$ cat config.mk
export PLATFORM = sky130hd
export DESIGN_NAME = unidade_controle_vidas
export DESIGN_NICKNAME = d
export VERILOG_FILES = /design/src/rtl/unidade_controle_vidas.sv
export SDC_FILE = /design/constraint.sdc
export NUM_CORES = 1
export LEC_CHECK = 0
export ABC_AREA = 1
export BUFFER_PORTS_ARGS = -buffer_cell sky130_fd_sc_hd__buf_4
export CAP_MARGIN = 20
export CORE_MARGIN = 2
export CORE_UTILIZATION = 43
export DETAILED_ROUTE_END_ITERATION = 8
export GPL_ROUTABILITY_DRIVEN = 0
export GPL_TIMING_DRIVEN = 0
export PLACE_DENSITY = 0.8
export SLEW_MARGIN = 20
export SYNTH_ARGS = -nofsm -noshare
export SYNTH_HDL_FRONTEND = slang
export SYNTH_SLANG_ARGS = --single-unit
$ cat constraint.sdc
create_clock -name clock -period 2.7 [get_ports clock]
set_input_delay 0.135 -clock clock [delete_from_list [all_inputs] [get_ports clock]]
set_output_delay 0.135 -clock clock [all_outputs]
set_load 0.02 [all_outputs]
$ cat src/rtl/unidade_controle_vidas.sv
// unidade_controle_vidas
// Moore control FSM for the sequence-memory game, with lives, a saturating score and a
// run-time timeout enable. It drives the existing datapath: the sequence and limit counters,
// the move register, the memory, the display timer and the timeout timer.
//
// Ports
//   clock, reset                  rising-edge clock; asynchronous active-high reset
//   iniciar                       start, or restart from any final state
//   jogada                        one-cycle move strobe
//   igual, fimRodada, fimTotal    datapath compare and counter status
//   fimTimeout, fimExibicao       timer expiry flags
//   timeout_en                    1: an expired timeout costs a life; 0: wait forever
//   datapath and timer strobes    contaC, zeraC, contaCL, zeraCL, registraR, zeraR, escreve,
//                                 contaExibicao, zeraExibicao, contaTimeout, zeraTimeout
//   display, mode and edge        leds_BM, mostraLeds, registraModo, resetEdgeDetector
//   perdeu_vida                   one-cycle pulse while a life is being lost
//   acertou, errou, errou_timeout, pronto   game result flags
//   vidas, score                  lives remaining; rounds completed in this game
//   db_estado                     current state code, or 5'h1F for an illegal code
module unidade_controle_vidas #(
  parameter int LIVES   = 3,
  parameter int LIFE_W  = 2,
  parameter int SCORE_W = 5
) (
  input  logic               clock,
  input  logic               reset,
  input  logic               iniciar,
  input  logic               jogada,
  input  logic               igual,
  input  logic               fimRodada,
  input  logic               fimTotal,
  input  logic               fimTimeout,
  input  logic               fimExibicao,
  input  logic               timeout_en,
  output logic               contaC,
  output logic               zeraC,
  output logic               contaCL,
  output logic               zeraCL,
  output logic               registraR,
  output logic               zeraR,
  output logic               escreve,
  output logic               contaExibicao,
  output logic               zeraExibicao,
  output logic               contaTimeout,
  output logic               zeraTimeout,
  output logic               leds_BM,
  output logic               mostraLeds,
  output logic               registraModo,
  output logic               resetEdgeDetector,
  output logic               perdeu_vida,
  output logic               acertou,
  output logic               errou,
  output logic               errou_timeout,
  output logic               pronto,
  output logic [LIFE_W-1:0]  vidas,
  output logic [SCORE_W-1:0] score,
  output logic [4:0]         db_estado
);

  localparam logic [4:0] INICIAL       = 5'h00;
  localparam logic [4:0] INICIALIZA    = 5'h01;
  localparam logic [4:0] PREPARA_EXIB  = 5'h02;
  localparam logic [4:0] MOSTRA        = 5'h03;
  localparam logic [4:0] INICIA_RODADA = 5'h04;
  localparam logic [4:0] ESPERA        = 5'h05;
  localparam logic [4:0] REGISTRA      = 5'h06;
  localparam logic [4:0] COMPARA       = 5'h07;
  localparam logic [4:0] PROXIMA       = 5'h08;
  localparam logic [4:0] ADICIONAL     = 5'h09;
  localparam logic [4:0] ESPERA_ADIC   = 5'h0A;
  localparam logic [4:0] REGISTRA_NOVA = 5'h0B;
  localparam logic [4:0] GRAVA         = 5'h0C;
  localparam logic [4:0] AUMENTA       = 5'h0D;
  localparam logic [4:0] VERIFICA      = 5'h0E;
  localparam logic [4:0] PERDE_VIDA    = 5'h0F;
  localparam logic [4:0] FINAL_ACERTO  = 5'h12;
  localparam logic [4:0] FINAL_ERRO    = 5'h13;
  localparam logic [4:0] FINAL_TIMEOUT = 5'h14;

  localparam logic [LIFE_W-1:0]  LIVES_V   = LIFE_W'(LIVES);
  localparam logic [SCORE_W-1:0] SCORE_MAX = '1;

  logic [4:0]         estado_q, estado_d;
  logic [LIFE_W-1:0]  vidas_q, vidas_d;
  logic [SCORE_W-1:0] score_q, score_d;
  logic               err_to_q, err_to_d;
  logic               timeout_hit;

  function automatic logic [SCORE_W-1:0] score_sat_inc(input logic [SCORE_W-1:0] s);
    return (s == SCORE_MAX) ? s : s + 1'b1;
  endfunction

  function automatic logic [LIFE_W-1:0] vidas_floor_dec(input logic [LIFE_W-1:0] v);
    return (v == '0) ? v : v - 1'b1;
  endfunction

  // A move strobe always wins over an expired timeout in the same cycle.
  assign timeout_hit = !jogada && timeout_en && fimTimeout;

  always_comb begin
    estado_d = INICIAL;
    case (estado_q)
      INICIAL:       estado_d = iniciar ? INICIALIZA : INICIAL;
      INICIALIZA:    estado_d = PREPARA_EXIB;
      PREPARA_EXIB:  estado_d = MOSTRA;
      MOSTRA:        estado_d = fimExibicao ? INICIA_RODADA : MOSTRA;
      INICIA_RODADA: estado_d = ESPERA;
      ESPERA:        estado_d = jogada ? REGISTRA : (timeout_hit ? PERDE_VIDA : ESPERA);
      REGISTRA:      estado_d = COMPARA;
      COMPARA:       estado_d = !igual ? PERDE_VIDA : (fimRodada ? ADICIONAL : PROXIMA);
      PROXIMA:       estado_d = ESPERA;
      ADICIONAL:     estado_d = ESPERA_ADIC;
      ESPERA_ADIC:   estado_d = jogada ? REGISTRA_NOVA : (timeout_hit ? PERDE_VIDA : ESPERA_ADIC);
      REGISTRA_NOVA: estado_d = GRAVA;
      GRAVA:         estado_d = AUMENTA;
      AUMENTA:       estado_d = VERIFICA;
      VERIFICA:      estado_d = fimTotal ? FINAL_ACERTO : INICIA_RODADA;
      // The decision uses the life count before this state's decrement lands.
      PERDE_VIDA:    estado_d = (vidas_q == LIFE_W'(1)) ? (err_to_q ? FINAL_TIMEOUT : FINAL_ERRO)
                                                        : PREPARA_EXIB;
      FINAL_ACERTO,
      FINAL_ERRO,
      FINAL_TIMEOUT: estado_d = iniciar ? INICIALIZA : estado_q;
      default:       estado_d = INICIAL;
    endcase
  end

  always_comb begin
    vidas_d  = vidas_q;
    score_d  = score_q;
    err_to_d = err_to_q;
    case (estado_q)
      INICIALIZA: begin
        vidas_d = LIVES_V;
        score_d = '0;
      end
      AUMENTA:    score_d = score_sat_inc(score_q);
      PERDE_VIDA: vidas_d = vidas_floor_dec(vidas_q);
      ESPERA, ESPERA_ADIC: if (timeout_hit) err_to_d = 1'b1;
      COMPARA:    if (!igual) err_to_d = 1'b0;
      default:    ;
    endcase
  end

  always_ff @(posedge clock or posedge reset) begin
    if (reset) begin
      estado_q <= INICIAL;
      vidas_q  <= LIVES_V;
      score_q  <= '0;
      err_to_q <= 1'b0;
    end else begin
      estado_q <= estado_d;
      vidas_q  <= vidas_d;
      score_q  <= score_d;
      err_to_q <= err_to_d;
    end
  end

  assign zeraC             = estado_q inside {INICIAL, INICIALIZA, PREPARA_EXIB, INICIA_RODADA};
  assign contaC            = estado_q inside {PROXIMA, ADICIONAL};
  assign zeraR             = estado_q inside {INICIAL, INICIALIZA};
  assign registraR         = estado_q inside {REGISTRA, REGISTRA_NOVA};
  assign zeraCL            = (estado_q == INICIALIZA);
  assign contaCL           = (estado_q == AUMENTA);
  assign escreve           = (estado_q == GRAVA);
  assign leds_BM           = estado_q inside {PREPARA_EXIB, MOSTRA};
  assign mostraLeds        = (estado_q >= MOSTRA) && (estado_q <= VERIFICA);
  assign contaExibicao     = (estado_q == MOSTRA);
  assign zeraExibicao      = estado_q inside {INICIAL, INICIALIZA, PREPARA_EXIB};
  assign contaTimeout      = estado_q inside {ESPERA, ESPERA_ADIC};
  assign zeraTimeout       = estado_q inside {INICIAL, INICIALIZA, INICIA_RODADA, REGISTRA,
                                              PROXIMA, ADICIONAL, REGISTRA_NOVA, AUMENTA,
                                              PERDE_VIDA};
  assign resetEdgeDetector = estado_q inside {INICIAL, INICIALIZA};
  assign registraModo      = estado_q inside {INICIAL, FINAL_ACERTO, FINAL_ERRO, FINAL_TIMEOUT};
  assign perdeu_vida       = (estado_q == PERDE_VIDA);
  assign acertou           = (estado_q == FINAL_ACERTO);
  assign errou             = estado_q inside {FINAL_ERRO, FINAL_TIMEOUT};
  assign errou_timeout     = (estado_q == FINAL_TIMEOUT);
  assign pronto            = estado_q inside {FINAL_ACERTO, FINAL_ERRO, FINAL_TIMEOUT};
  assign vidas             = vidas_q;
  assign score             = score_q;

  // Codes 10, 11 and 15..1F are not states; flag them distinctly on the debug port.
  assign db_estado = ((estado_q <= PERDE_VIDA) ||
                      (estado_q inside {FINAL_ACERTO, FINAL_ERRO, FINAL_TIMEOUT}))
                     ? estado_q : 5'h1F;

endmodule

==> qor.txt <==
# H-tree levels: 1
DIE HEIGHT: 55.5 um
Die X: 55.5 um
Main flop type after synthesis: dfrtp_1
Slew HR: 0.668
DR WL/cell: 11.2 um
Hold Crit Class: in -> reg
Largest net degree at the start of global routing: 14
Ports: 42
Initial antenna violation count: 0
Final hold vios: 0
Synth area leader: dfrtp_1
Worst skew pair latency: 270 ps
Clk root buf: clkbuf_4
DRT iter0 DRCs: 67
Max Root-Sink Buffers: 2
P per Cell Area: 994 nW/um^2
NumNets Final: 240
Layout-stage area growth over the synthesis result: 33.5%
Cts repair resizes: 0
Die area: 3080 sq um
CP Capture Type: primary output
Worst Setup Path Type: reg -> out
Clk sinks: 13
DP HPWL: 2320 um
Initial Util: 0.456
WP data arrival: 1800 ps
Core Region: 2500 sq um
Crit path top cell by count: nand2_1
Overall routing resource usage: 0.184
Placed insts: 250
Via-to-Cell Ratio: 4.97
Post-synth top area share: 0.241
Yosys cell types: 25
Post-synth EDFFs: 0
Max Transition Viols Final: 0
RSZ-0062 raised after global routing: false
Cells after synthesis: 179
Syn Area/Cell: 6.37 sq um
Clock skew: 2.79 ps
Clk pin slew, worst setup/hold paths: 80 ps
Worst Path Buf+Inv: 2
Wire length on met1: 1350 um
Achievable Freq: 518 MHz
DRC Markers: 0
Number of global-route vias before repair: 1064
Synth async-reset ratio: 1.00
Min Tclk post-route: 1930 ps
Post-route insts no fill: 255
Worst IR drop on VDD: 0.854 mV
Share of cells above drive strength 1: 0.307
Final setup viols: 0
DRT Pass-1 Iters: 4
First-pass GRT wire length: 4650 um
Seq/Total Area, Yosys: 0.288
Syn_nets: 193
Final Cycle Share: 0.715
#FFs+latches synth: 13
DR WL met3: 179 um
TritonCTS Buffers: 3
Antenna viol nets, final: 0
CP max-delay cell: dfrtp_1
Worst-margin pin slew: 498 ps
Port buffer count: 41
Via count: 1267
WP data required: 2570 ps
Synthesized area: 1140 sq um
Top Layer Used: met3
Top post-synthesis cells by area: dfrtp_1 24%, nand2_1 14%, inv_1 8.9%, nand3_1 7.9%, nor2_1 7.6%
Grt ovf: 0
Met2 WL post-DR: 1320 um
Synth warn: 0
Delay-heaviest family, CP: simple AND/OR/NAND/NOR gates
CP Max Fanout: 8
Cell Rows: 18
Most frequent cell after synthesis: nand2_1
Startpoint Class: flip-flop
Post-CTS setup buffer count: 0
Max Cap Viol: 0
Outcome: finished clean
Cell-by-cell trace of the critical path: nor2_2, nand3_1, nand3_2, inv_2, nand2_1, nand2_1, buf_4
Worst path max stage delay: 480 ps
Top post-synthesis cells by count: 42 x nand2_1, 27 x inv_1, 23 x nor2_1
Final wirelength: 2850 um
Ant. Diodes: 0
CTS tree: done
Setup_tns: 0 ps
LEAKAGE: 0.913 nW
Post-Route Utilization: 0.609
[layer usage]
metal  vias to the layer above  global-route usage
li1                        664                   -
met1                       554               0.269
met2                        49               0.277
met3                         0              0.0351
met4                         0              0.0418
met5                         -                   0
[layout make-up]
type,count,area [sq um]
inverters,31,116
fillers,237,978
flip-flops and latches,13,328
repair buffers,42,318
clock buffers,4,26.3
multi-input cells,131,666
well taps,30,37.5
plain buffers,4,30.0
[per-stage QoR]
stage,area [sq um],hold WS [ps],power [mW],setup slack (ps)
global route,1520,134,1.63,651
floorplan,1140,10.5,1.02,1100
CTS,1520,128,1.51,768
detailed placement,1490,194,1.39,1070
finish,1520,139,1.51,770
global placement,1490,189,1.39,1080
[sequential cells by signal, indices dropped and copies added (netlist names)]
signal / cells
estado_q: 5
score: 5
vidas: 2
err_to_q: 1
[tightest hold or removal path, cell delays in order]
cell,delay [ps]
buf_4,100
nor2_4,50
nand2_1,50
nand2_1,40
[cell usage in the layout, fill, tap and decap left out, drive strengths merged, types with 6 or more instances in the layout]
cell type and count:
a21oi 8, buf 43, clkbuf 6, dfrtp 11
inv 31, nand2 47, nand3 21, nor2 29
nor3 8, o21ai 9
[final timing paths]
check / start / endpoint / slack, ps / depth (start not counted)
worst min-delay path: iniciar / estado_q[0]$_DFFE_PP0P_ / 140 / 4
worst min register to register: score[3]$_DFFE_PP0P_ / score[3]$_DFFE_PP0P_ / 500 / 1
worst max-delay path: estado_q[2]$_DFFE_PP0P_ / db_estado[3] / 770 / 7
worst max register to register: estado_q[2]$_DFFE_PP0P_ / estado_q[0]$_DFFE_PP0P_ / 1120 / 8
min in group asynchronous: reset / score[1]$_DFFE_PP0P_ / 440 / 3
max in group asynchronous: reset / vidas[1]$_DFFE_PP1P_ / 1900 / 3
[logic make-up after synthesis]
group / count (synthesis) / share of synthesized area
simple gates: 108 / 0.449
compound gates: 19 / 0.0911
flops: 13 / 0.288
fa+ha+maj: 4 / 0.0439
buf+inv: 35 / 0.128
[report_power, final]
part | leakage, nW | switching, mW | internal (mW)
combinational | 0.731 | 0.682 | 0.400
sequential | 0.167 | 0.0646 | 0.250
clock | 0.0150 | 0.0585 | 0.0572
[what timing repair did]
action | CTS | global route
endpoints found under the hold margin | 11 | 0
hold buffers | 1 | 0
endpoints found under the setup margin | 0 | 0
Note: power is estimated with default switching activity, not from simulation.
